## config.mk

```make
export PLATFORM = sky130hd
export DESIGN_NAME = code_lock_ctrl
export DESIGN_NICKNAME = d
export VERILOG_FILES = /design/src/rtl/code_lock_ctrl.sv
export SDC_FILE = /design/constraint.sdc
export NUM_CORES = 1
export LEC_CHECK = 0
export CORE_MARGIN = 10
export CORE_UTILIZATION = 40
export DETAILED_ROUTE_END_ITERATION = 6
export PLACE_DENSITY = 0.64
export SLEW_MARGIN = 20
export SYNTH_ARGS = -nofsm -noshare
export SYNTH_HDL_FRONTEND = slang
export SYNTH_SLANG_ARGS = --single-unit
```

## constraint.sdc

```tcl
create_clock -name clk -period 2.5 [get_ports clk]
set_clock_uncertainty 0.15 [all_clocks]
set_input_delay 0.25 -clock clk [delete_from_list [all_inputs] [get_ports clk]]
set_output_delay 0.25 -clock clk [all_outputs]
set_load 0.005 [all_outputs]
```

## src/rtl/code_lock_ctrl.sv

```systemverilog
// Keypad code-lock controller: code entry, verified run-time code change, timed relock.
// Define CODE_LOCK_LOCKOUT_EN to enable the failed-attempt counter and the LOCKOUT state.
module code_lock_ctrl #(
    parameter int unsigned CODE_LEN       = 4,
    parameter logic [31:0] DEFAULT_CODE   = 32'h0000_1234,
    parameter int unsigned OPEN_CYCLES    = 8,
    parameter int unsigned MAX_TRIES      = 3,
    parameter int unsigned LOCKOUT_CYCLES = 16
) (
    input  logic                             clk,
    input  logic                             reset_1,
    input  logic [3:0]                       Code_1,
    input  logic                             Valid_1,
    output logic                             OPEN,
    output logic                             LOCK,
    output logic                             SAVE_LIGHT,
    output logic [$clog2(MAX_TRIES+1)-1:0]   ERR_CNT
);
    localparam int unsigned BUF_W   = 4 * CODE_LEN;
    localparam int unsigned CNT_W   = $clog2(CODE_LEN + 2);
    localparam int unsigned TMR_MAX = (OPEN_CYCLES > LOCKOUT_CYCLES) ? OPEN_CYCLES : LOCKOUT_CYCLES;
    localparam int unsigned TMR_W   = $clog2(TMR_MAX + 1);

    typedef enum logic [2:0] {
        S_IDLE,
        S_OPENED,
        S_SAVE_NEW,
        S_SAVE_CFM,
        S_LOCKOUT
    } state_t;

    state_t           state_q, state_d;
    logic [BUF_W-1:0] entry_q, entry_d;
    logic [BUF_W-1:0] stored_q, stored_d;
    logic [BUF_W-1:0] cand_q, cand_d;
    logic [CNT_W-1:0] cnt_q, cnt_d;
    logic [TMR_W-1:0] tmr_q, tmr_d;
    logic             open_q, open_d;
    logic             lock_q, lock_d;
    logic             save_q, save_d;

    logic is_digit, is_star, is_hash, is_term, len_ok, match, err_pulse, collecting;

`ifdef CODE_LOCK_LOCKOUT_EN
    localparam int unsigned ERR_W = $clog2(MAX_TRIES + 1);
    logic [ERR_W-1:0] err_q, err_d;
`endif

    assign is_digit = Valid_1 && (Code_1 <= 4'd9);
    assign is_star  = Valid_1 && (Code_1 == 4'hA);
    assign is_hash  = Valid_1 && (Code_1 == 4'hB);
    assign is_term  = is_star || is_hash;
    // An overflowed entry sits at CODE_LEN+1, so an exact count excludes it.
    assign len_ok   = (cnt_q == CNT_W'(CODE_LEN));
    assign match    = len_ok && (entry_q == stored_q);
    assign collecting = (state_q == S_IDLE) || (state_q == S_SAVE_NEW) || (state_q == S_SAVE_CFM);

    always_ff @(posedge clk or posedge reset_1) begin
        if (reset_1) begin
            state_q  <= S_IDLE;
            entry_q  <= '0;
            stored_q <= DEFAULT_CODE[BUF_W-1:0];
            cand_q   <= '0;
            cnt_q    <= '0;
            tmr_q    <= '0;
            open_q   <= 1'b0;
            lock_q   <= 1'b0;
            save_q   <= 1'b0;
        end else begin
            state_q  <= state_d;
            entry_q  <= entry_d;
            stored_q <= stored_d;
            cand_q   <= cand_d;
            cnt_q    <= cnt_d;
            tmr_q    <= tmr_d;
            open_q   <= open_d;
            lock_q   <= lock_d;
            save_q   <= save_d;
        end
    end

`ifdef CODE_LOCK_LOCKOUT_EN
    always_ff @(posedge clk or posedge reset_1) begin
        if (reset_1) err_q <= '0;
        else         err_q <= err_d;
    end
`endif

    always_comb begin
        state_d   = state_q;
        entry_d   = entry_q;
        stored_d  = stored_q;
        cand_d    = cand_q;
        cnt_d     = cnt_q;
        tmr_d     = tmr_q;
        err_pulse = 1'b0;
`ifdef CODE_LOCK_LOCKOUT_EN
        err_d     = err_q;
`endif

        if (is_digit && collecting) begin
            entry_d = {entry_q[BUF_W-5:0], Code_1};
            if (cnt_q != CNT_W'(CODE_LEN + 1)) cnt_d = cnt_q + 1'b1;
        end

        case (state_q)
            S_IDLE: begin
                if (is_term && match) begin
                    state_d = is_hash ? S_OPENED : S_SAVE_NEW;
`ifdef CODE_LOCK_LOCKOUT_EN
                    err_d = '0;
`endif
                end else if (is_term) begin
                    err_pulse = 1'b1;
`ifdef CODE_LOCK_LOCKOUT_EN
                    err_d = err_q + 1'b1;
                    if (err_d == ERR_W'(MAX_TRIES)) state_d = S_LOCKOUT;
`endif
                end
            end
            S_OPENED: begin
                // Expiry and manual relock share the exit; a key on the expiry edge is dropped.
                if (tmr_q == TMR_W'(OPEN_CYCLES - 1) || is_hash) state_d = S_IDLE;
                else                                             tmr_d   = tmr_q + 1'b1;
            end
            S_SAVE_NEW: begin
                if (is_hash && len_ok) begin
                    cand_d  = entry_q;
                    state_d = S_SAVE_CFM;
                end else if (is_term) begin
                    err_pulse = 1'b1;
                    state_d   = S_IDLE;
                end
            end
            S_SAVE_CFM: begin
                if (is_hash && len_ok && (entry_q == cand_q)) begin
                    stored_d = cand_q;
                    state_d  = S_IDLE;
                end else if (is_term) begin
                    err_pulse = 1'b1;
                    state_d   = S_IDLE;
                end
            end
`ifdef CODE_LOCK_LOCKOUT_EN
            S_LOCKOUT: begin
                if (tmr_q == TMR_W'(LOCKOUT_CYCLES - 1)) begin
                    state_d = S_IDLE;
                    err_d   = '0;
                end else begin
                    tmr_d = tmr_q + 1'b1;
                end
            end
`endif
            default: state_d = S_IDLE;
        endcase

        if (is_term || (state_d != state_q)) begin
            entry_d = '0;
            cnt_d   = '0;
        end
        if (state_d != state_q) tmr_d = '0;
    end

    // Outputs are registered copies of where the FSM is heading.
    assign open_d = (state_d == S_OPENED);
    assign save_d = (state_d == S_SAVE_NEW) || (state_d == S_SAVE_CFM);
    assign lock_d = err_pulse || (state_d == S_LOCKOUT);

    assign OPEN       = open_q;
    assign LOCK       = lock_q;
    assign SAVE_LIGHT = save_q;
`ifdef CODE_LOCK_LOCKOUT_EN
    assign ERR_CNT    = err_q;
`else
    assign ERR_CNT    = '0;
`endif

endmodule
```

==> tab_implementation.tex <==
\begin{tabular}{lr}
\hline
Metric & Value \\
\hline
\multicolumn{2}{l}{\textbf{STA}} \\
\quad Transition time at the pin with the least slew margin & 0.5097 ns \\
\quad Count of final setup violators & 0 \\
\quad Fin worst setup slack & 0.3287 ns \\
\quad Fin crit period & 2.171 ns \\
\quad Worst rel slew slack & 0.6570 \\
\quad Pins Over Slew Limit & 0 \\
\quad Setup TNS after final layout & 0 ns \\
\quad Final number of hold-violating endpoints & 0 \\
\quad Period utilisation layout & 0.8685 \\
\quad Unrepaired setup endpoints after global routing & no \\
\quad Maximum clock frequency & 460.6 MHz \\
\multicolumn{2}{l}{\textbf{Cells and area}} \\
\quad Share of cells above drive strength 1 & 0.2556 \\
\quad Final Core Density & 0.4766 \\
\quad Area growth from synthesis to final layout & 14.57\% \\
\quad Final Non-Filler Cells & 369 \\
\quad Final layout net count & 277 \\
\quad Antenna diode count & 0 \\
\multicolumn{2}{l}{\textbf{Detailed routing}} \\
\quad Final antenna-violating net count & 0 \\
\quad Routed via count divided by cell count & around 5.1 \\
\quad \# DRC & 0 \\
\quad Detailed-route wire length per cell & 16.34 um \\
\quad Aggregate routed wire length & 6028 um \\
\quad Count of vias placed by the detailed router & 1,869 \\
\quad First-iteration detailed-routing DRC count & 87 \\
\quad Pre-antenna DRT Iters & 4 \\
\multicolumn{2}{l}{\textbf{Worst setup path}} \\
\quad Cells along the critical path & inv\_1 > ha\_1 > nand2\_1 > nor3b\_1 > nand3\_4 > mux2\_2 \\
\quad Critical path data required time & 2.58 ns \\
\quad Largest fanout on the critical path & 16 \\
\quad Master of the slowest instance on the critical path & sky130\_fd\_sc\_hd\_\_dfrtp\_1 \\
\quad Kind of end point of the critical path & register \\
\quad Data arrival time at the worst-slack endpoint & 2.25 ns \\
\quad CP peak stage delay & between 0.4 and 0.5 ns \\
\quad Element type at the critical path start & register \\
\quad Path type of the worst setup path & reg2reg \\
\multicolumn{2}{l}{\textbf{Clock network}} \\
\quad Hold-fix buffers at CTS & 0 \\
\quad Post-CTS setup buffer count & 0 \\
\quad Clock Latency Late Sink & 0.35 ns \\
\quad CTS max path bufs & 2 \\
\quad Clock Pin Slew Worst Setup and Hold Paths & 0.07 ns \\
\quad CTS tree & yes \\
\quad Clock Sinks & 62 \\
\quad Level count of the clock H-tree & 3 \\
\quad Clock root buffer & sky130\_fd\_sc\_hd\_\_clkbuf\_8 \\
\quad Number of CTS-inserted buffers & 9 \\
\multicolumn{2}{l}{\textbf{GRT}} \\
\quad Global-route wire length before repair & 10,120 um \\
\quad GR Util All Layers & 0.1148 \\
\quad Number of antenna violations at the first check in global routing & 0 \\
\quad Sum of overflow across all layers after global routing & 0 \\
\quad Via count of the first global-routing pass & 1,968 \\
\quad Largest net degree at the start of global routing & 31 \\
\multicolumn{2}{l}{\textbf{Place}} \\
\quad I/O Buffers & 9 \\
\quad Weighted congestion at the end of routability-driven global placement & between 0.7 and 0.8 \\
\quad Place WS & 0.1069 ns \\
\quad Final HPWL from detailed placement & 4152 um \\
\quad Number of cells in the design after placement & 354 \\
\multicolumn{2}{l}{\textbf{Flow run}} \\
\quad Max-cap viol count & 0 \\
\multicolumn{2}{l}{\textbf{Synthesis}} \\
\quad Mean Syn Cell Area & roughly 13 um2 \\
\quad Number of library cell types mapped by synthesis & 38 \\
\quad Post-synthesis cell area & 3065 um2 \\
\quad Count of flip-flops with a built-in enable after synthesis & 0 \\
\quad Synthesized instance count & 242 \\
\quad Top\_reg\_cell synth & sky130\_fd\_sc\_hd\_\_dfrtp\_1 \\
\quad Post-synth ARST share & 1.000 \\
\quad Post-synthesis sequential element count & between 60 and 70 \\
\quad Portion of the post-synthesis area used by sequential elements & 0.5082 \\
\quad Synth warn & 0 \\
\multicolumn{2}{l}{\textbf{Die}} \\
\quad Starting density of the core & 0.4160 \\
\quad Number of top-level pins & 12 \\
\quad Total die area & roughly 12,000 um2 \\
\quad Floorplan row count & 31 \\
\quad Horizontal die dimension & 107.5 um \\
\quad Vertical die dimension & 107.5 um \\
\quad Placeable core region & 7370 um2 \\
\multicolumn{2}{l}{\textbf{Outcome}} \\
\quad Run status & complete, no violations \\
\multicolumn{2}{l}{\textbf{Power}} \\
\quad Overall power of the completed layout & 1876 uW \\
\quad Total power density per cell area & 534.2 nW/um2 \\
\quad Static leakage & approximately 0.0017 uW \\
\quad Peak ir drop on the vdd network & around 180 uV \\
\multicolumn{2}{l}{\textbf{Worst hold path}} \\
\quad Class of the worst hold path & in2async \\
\hline
\end{tabular}
==> sequential cells by signal, summed over array words and instances (netlist names) <==
signal,cells
cnt_q,3
LOCK,1
SAVE_LIGHT,1
stored_q,16
OPEN,1
state_q,3
tmr_q,5
cand_q,16
entry_q,16
==> metrics by stage <==
stage / hold slack, ns / area (um2)
final: 0.1091 / 3512
after global placement: 0.3420 / 3346
after CTS: 0.1251 / 3505
after floorplan: 0.2530 / 3073
after global routing: 0.1625 / 3512
after detailed placement: 0.3517 / 3346
==> cells by family after synthesis <==
group,count (synthesis),synth area share
buf+inv,14,0.02612
xor+xnor,36,0.1029
simple gates,56,0.1110
other cells,1,0.001223
flops,62,0.5082
mux,51,0.1922
fa+ha+maj,4,0.01633
compound gates,18,0.04204
==> critical path: cells and delay by family, from the launching register on <==
family	cells	cell delay [ns]
simple gates	3	0.91
flops	1	0.42
mux	1	0.36
fa+ha+maj	1	0.13
buf+inv	1	0.07
==> where the power goes <==
group          internal (uW)  total (uW)  switching (uW)
registers               1010        1020            9.66
logic                   44.7         108            63.4
clock network            379         749             370
==> per-layer routing <==
metal,GRT usage,vias to the layer above,part of all wire
met5,0,-,0
met4,0.07443,0,0.031
met3,0.03174,12,0.039
met2,0.1730,36,0.47
met1,0.1409,931,0.46
li1,-,890,-
==> final cells by class <==
cell class,count,area [um2]
Inverter,5,18.77
Tap cell,99,123.9
Fill cell,683,3857
Clock inverter,2,10.01
Clock buffer,13,148.9
Sequential cell,62,1558
Timing Repair Buffer,20,210.2
Multi-Input combinational cell,168,1443
==> path summary, 6_finish.rpt <==
path                               start           end  slack, ns  depth (start not counted)
worst min-delay path             reset_1    state_q[1]       0.11                          2
max in group asynchronous        reset_1  stored_q[12]       1.46                          3
min in group clk                cnt_q[2]      cnt_q[2]       0.37                          1
worst max-delay path            cnt_q[0]    cand_q[12]       0.33                          6
worst min register to register  cnt_q[2]      cnt_q[2]       0.37                          1
worst max register to register  cnt_q[0]    cand_q[12]       0.33                          6
==> cells in the mapped netlist, types with 2 or more instances <==
library cell,count,area share
sky130_fd_sc_hd__dfrtp_1,57,0.47
sky130_fd_sc_hd__xnor2_1,29,0.083
sky130_fd_sc_hd__mux2_2,23,0.084
sky130_fd_sc_hd__nor2_1,23,0.028
sky130_fd_sc_hd__mux2i_1,18,0.059
sky130_fd_sc_hd__mux2_4,10,0.049
sky130_fd_sc_hd__nand4_1,8,0.016
sky130_fd_sc_hd__xor2_1,7,0.020
sky130_fd_sc_hd__o21ai_0,6,0.0098
sky130_fd_sc_hd__a21oi_1,5,0.0082
sky130_fd_sc_hd__dfstp_2,5,0.043
sky130_fd_sc_hd__inv_1,5,0.0061
sky130_fd_sc_hd__buf_2,4,0.0065
sky130_fd_sc_hd__ha_1,4,0.016
sky130_fd_sc_hd__nand2_1,4,0.0049
sky130_fd_sc_hd__nor4_1,4,0.0082
sky130_fd_sc_hd__a211oi_1,2,0.0049
sky130_fd_sc_hd__and4b_1,2,0.0065
sky130_fd_sc_hd__buf_4,2,0.0049
sky130_fd_sc_hd__buf_6,2,0.0073
sky130_fd_sc_hd__nand2b_1,2,0.0041
sky130_fd_sc_hd__nand4b_1,2,0.0057
sky130_fd_sc_hd__nor3_1,2,0.0033
sky130_fd_sc_hd__nor3b_1,2,0.0049
==> layout by cell type, fill, tap and decap left out, types with 5 or more instances in the layout <==
cell	count
sky130_fd_sc_hd__mux2_2	23
sky130_fd_sc_hd__a21oi_1	5
sky130_fd_sc_hd__dfstp_2	5
sky130_fd_sc_hd__mux2i_1	18
sky130_fd_sc_hd__nand4_1	8
sky130_fd_sc_hd__o21ai_0	6
sky130_fd_sc_hd__xor2_1	7
sky130_fd_sc_hd__clkdlybuf4s50_1	9
sky130_fd_sc_hd__buf_4	8
sky130_fd_sc_hd__dfrtp_1	57
sky130_fd_sc_hd__nor2_1	23
sky130_fd_sc_hd__clkbuf_8	10
sky130_fd_sc_hd__xnor2_1	29
sky130_fd_sc_hd__mux2_4	10
==> what timing repair did <==
item	in CTS	in global routing
hold endpoints to repair	0	0
setup endpoints to repair	0	16
gates resized for setup	0	1
No activity file was read; power rests on OpenSTA's default activity.
==> edit 1 (same settings) <==
Add a define of `CODE_LOCK_LOCKOUT_EN`.
--- a/src/rtl/code_lock_ctrl.sv
+++ b/src/rtl/code_lock_ctrl.sv
@@ -2,2 +2,4 @@
 // Define CODE_LOCK_LOCKOUT_EN to enable the failed-attempt counter and the LOCKOUT state.
+`define CODE_LOCK_LOCKOUT_EN
+
 module code_lock_ctrl #(
Formal check against the unedited RTL: not equivalent (Yosys sat finds a counterexample within 4 cycles, from zero or initial values and one cycle with reset_1 high).
==> edit 1 against the original RTL <==
Worst setup slack got worse by 0.27 ns; critical path depth increased by 2; area after synthesis increased by 4.0%; wire length increased by 7.9%; fmax decreased by 11%; sequential cell count increased by 2; count of clock-buffer cells in the layout decreased by 1; cell area increased by 11%; critical endpoint is now tmr_q[2].
Power is not compared: it rests on default switching activity, and its combinational part moved more than twofold at a synthesized area within 25%.
==> edit 1: results (changes against the original RTL) <==
[synthesis]
yosysSeqAreaShare = 0.505  ; was 0.508
synth_xor_xnor_area_share = 0.0852  ; was 0.103
synthAdderAreaFrac = 0.0236  ; was 0.0163
ys_top_cells_by_area = dfrtp_1, mux2_2, xnor2_1, mux2i_1, dfstp_2  ; was dfrtp_1, mux2_2, xnor2_1, mux2i_1, mux2_4
synth_common_cells = dfrtp_1, mux2_2, nor2_1  ; was dfrtp_1, xnor2_1, mux2_2, nor2_1, mux2i_1
muxShareOfSynthArea = 0.166  ; was 0.192
synth_compound_area_frac = 0.0636  ; was 0.0420
yosysUniqueCellTypes = 43  ; was 38

[worst_setup_path]
crit_arrival_ns = 2.53  ; was 2.25 ns
reg2reg_slack_ns = 0.06  ; was 0.33 ns
crit_path_top_delay_cell = or4b_4  ; was dfrtp_1
crit_start = cnt_q[1]  ; was cnt_q[0]
max_stage_delay_ns = 0.53  ; was 0.42 ns
crit_fanout = 5  ; was 16
r2r_end = tmr_q[2]  ; was cand_q[12]
crit_path_start_kind = register  ; unchanged

[cells_and_area]
drive_gt1_frac = 0.289  ; was 0.256
nFillCells = 692  ; was 683
fin_nets = 333  ; was 277

[detailed_routing]
met1_length_mm = 3.19  ; was 2.79 mm
wl_met3_um = 293  ; was 237 um
wl_met2_mm = 2.93  ; was 2.82 mm
drt_iter0_drc = 95  ; was 87
vias = 2121  ; was 1869
wl_per_cell_um = 15.2  ; was 16.3 um

[global_routing]
use_met1 = 0.161  ; was 0.141
grt_pass1_wl_mm = 11.0  ; was 10.1 mm
grtUsageMet3 = 0.0478  ; was 0.0317
grt_max_degree = 42  ; was 31
track_usage = 0.120  ; was 0.115
grtUsageMet2 = 0.175  ; was 0.173

[placement]
dp_slack_ns = 0.0243  ; was 0.107 ns
io_buffers = 11  ; was 9
place.gp.congestion = 0.886  ; was 0.777
dp_hpwl_mm = 4.66  ; was 4.15 mm

[sta]
slew_headroom = 0.639  ; was 0.657
min_period_ns = 2.44  ; was 2.17 ns
final.setup.tns_ns = 0  ; unchanged

[status]
status = completed  ; unchanged

edit 1: through the flow:
| step | cell area [um^2] | std cells | hold WS [ns] | utilization |
|---|---|---|---|---|
| 2_1_floorplan | 3200 | 279 | 0.253 | - |
| 3_3_place_gp | 3650 | 410 | 0.337 | 0.472 |
| 3_5_place_dp | 3650 | 410 | 0.344 | 0.472 |
| 4_1_cts | 3870 | 426 | 0.129 | 0.500 |
| 5_1_grt | 3900 | 427 | 0.155 | 0.505 |
| 6_report | 3900 | 427 | 0.122 | 0.505 |
edit 1: report_power, final:
group,switching [mW],internal (mW)
clock network,0.393,0.542
logic,0.641,0.629
registers,0.250,1.26
edit 1: layout make-up:
cell class              count  area, um^2  area share
multi-input cells         192        1540       0.394
repair buffers             39         358      0.0918
clock buffers              12         165      0.0424
well taps                 102         128      0.0327
inverters                  14        52.6      0.0135
flip-flops and latches     64        1610       0.412
clock inverters             4        51.3      0.0132
==> edit 2 (config.mk and constraints unchanged) <==
Without the edit above. Re-encode `state_t` (5 states) as one-hot, 5 bits wide.
--- a/src/rtl/code_lock_ctrl.sv
+++ b/src/rtl/code_lock_ctrl.sv
@@ -23,8 +23,8 @@
 
-    typedef enum logic [2:0] {
-        S_IDLE,
-        S_OPENED,
-        S_SAVE_NEW,
-        S_SAVE_CFM,
-        S_LOCKOUT
+    typedef enum logic [4:0] {
+        S_IDLE     = 5'b00001,
+        S_OPENED   = 5'b00010,
+        S_SAVE_NEW = 5'b00100,
+        S_SAVE_CFM = 5'b01000,
+        S_LOCKOUT  = 5'b10000
     } state_t;
Behaviour: same outputs for any inputs over 10 cycles, from zero or initial values and one cycle with reset_1 high; not proved beyond that.
==> edit 2 against the original RTL <==
Wire length increased by 9.9%; cell area is 8.1% higher; largest cell class unchanged; clock power increased by 21%; sequential share of layout area is 2.0 points lower; area after synthesis rose by 7.9%; worst setup slack lost 0.075 ns; power grew 12%; sequential cell count increased by 2; count of clock-buffer cells in the layout did not move.
==> edit 2: results (changes against the original RTL) <==
[status]
status = completed  ; unchanged

[cells_and_area]
fin_cells = 422  ; was 369
num-multi-input-gates = 208  ; was 168
finalCoreUtilization = 0.467  ; was 0.477
nFillCells = 747  ; was 683
drive_gt1_frac = 0.274  ; was 0.256
buf_share = 0.0646  ; was 0.0599
fin_nets = 323  ; was 277
flops_and_latches = 64  ; was 62
inv_count = 6  ; was 5
seq_area_um2 = 1610  ; was 1560 um^2

[pwr]
p_int_mw = 1.61  ; was 1.43 mW
p_comb_mw = 0.148  ; was 0.108 mW
ir_worst_vdd_v = 0.000238  ; was 0.000181 V
powerClk_mw = 0.904  ; was 0.749 mW
leakage_nw = 1.75  ; was 1.69 nW
p_total_mw = 2.11  ; was 1.88 mW

[worst_setup_path]
cp_top_family = flip-flops  ; was simple AND/OR/NAND/NOR gates
crit_arrival_ns = 2.34  ; was 2.25 ns
max_stage_delay_ns = 0.62  ; was 0.42 ns
crit_fanout = 20  ; was 16
reg2reg_slack_ns = 0.25  ; was 0.33 ns
timing.rr.start = state_q[0]  ; was cnt_q[0]
r2r_end = cnt_q[1]  ; was cand_q[12]
crit_path_top_delay_cell = dfstp_2  ; was dfrtp_1

[synthesis]
yosysUniqueCellTypes = 52  ; was 38
synth_cells = 289  ; was 242
ys_top_cells_by_area = dfrtp_1, mux2_2, xnor2_1, dfstp_2, xor2_1  ; was dfrtp_1, mux2_2, xnor2_1, mux2i_1, mux2_4
synth_common_cells = dfrtp_1, mux2_2, nand2_1, xnor2_1, o21ai_0  ; was dfrtp_1, xnor2_1, mux2_2, nor2_1, mux2i_1
yosysSeqAreaShare = 0.487  ; was 0.508

[detailed_routing]
vias = 2242  ; was 1869
drt_iter0_drc = 97  ; was 87

[global_routing]
grt_max_degree = 65  ; was 31
grt_pass1_vias = 2353  ; was 1968

[placement]
place.gp.congestion = 0.796  ; was 0.777
post_dp_cell_area_um2 = 3600  ; was 3350 um^2

## edit 2: worst max-delay path by stage
| stage | end | slack [ns] | cells past startpoint |
|---|---|---|---|
| global route | cnt_q[2] | 0.12 | 7 |
| global placement | cand_q[13] | 0.03 | 6 |
| CTS | cnt_q[1] | 0.24 | 6 |
| detailed placement | cand_q[9] | -0.001 | 6 |
| floorplan | cand_q[0] | 0.28 | 6 |
| finish | cnt_q[1] | 0.25 | 6 |
## edit 2: cell families (layout without fill, tap and decap cells)
family | after synthesis | in the layout | synth area share
compound gates | 52 | 52 | 0.103
xor+xnor | 38 | 38 | 0.101
fa+ha+maj | 4 | 4 | 0.0151
buf+inv | 19 | 45 | 0.0352
flops | 64 | 64 | 0.487
mux | 34 | 34 | 0.115
other cells | 1 | 3 | 0.00113
simple gates | 77 | 77 | 0.143
## edit 2: metal layers
metal	wire length (um)	GRT usage	part of all wire
met5	0	0	0
met4	162	0.0625	0.024
met3	195	0.0227	0.029
met2	3160	0.178	0.48
met1	3110	0.140	0.47
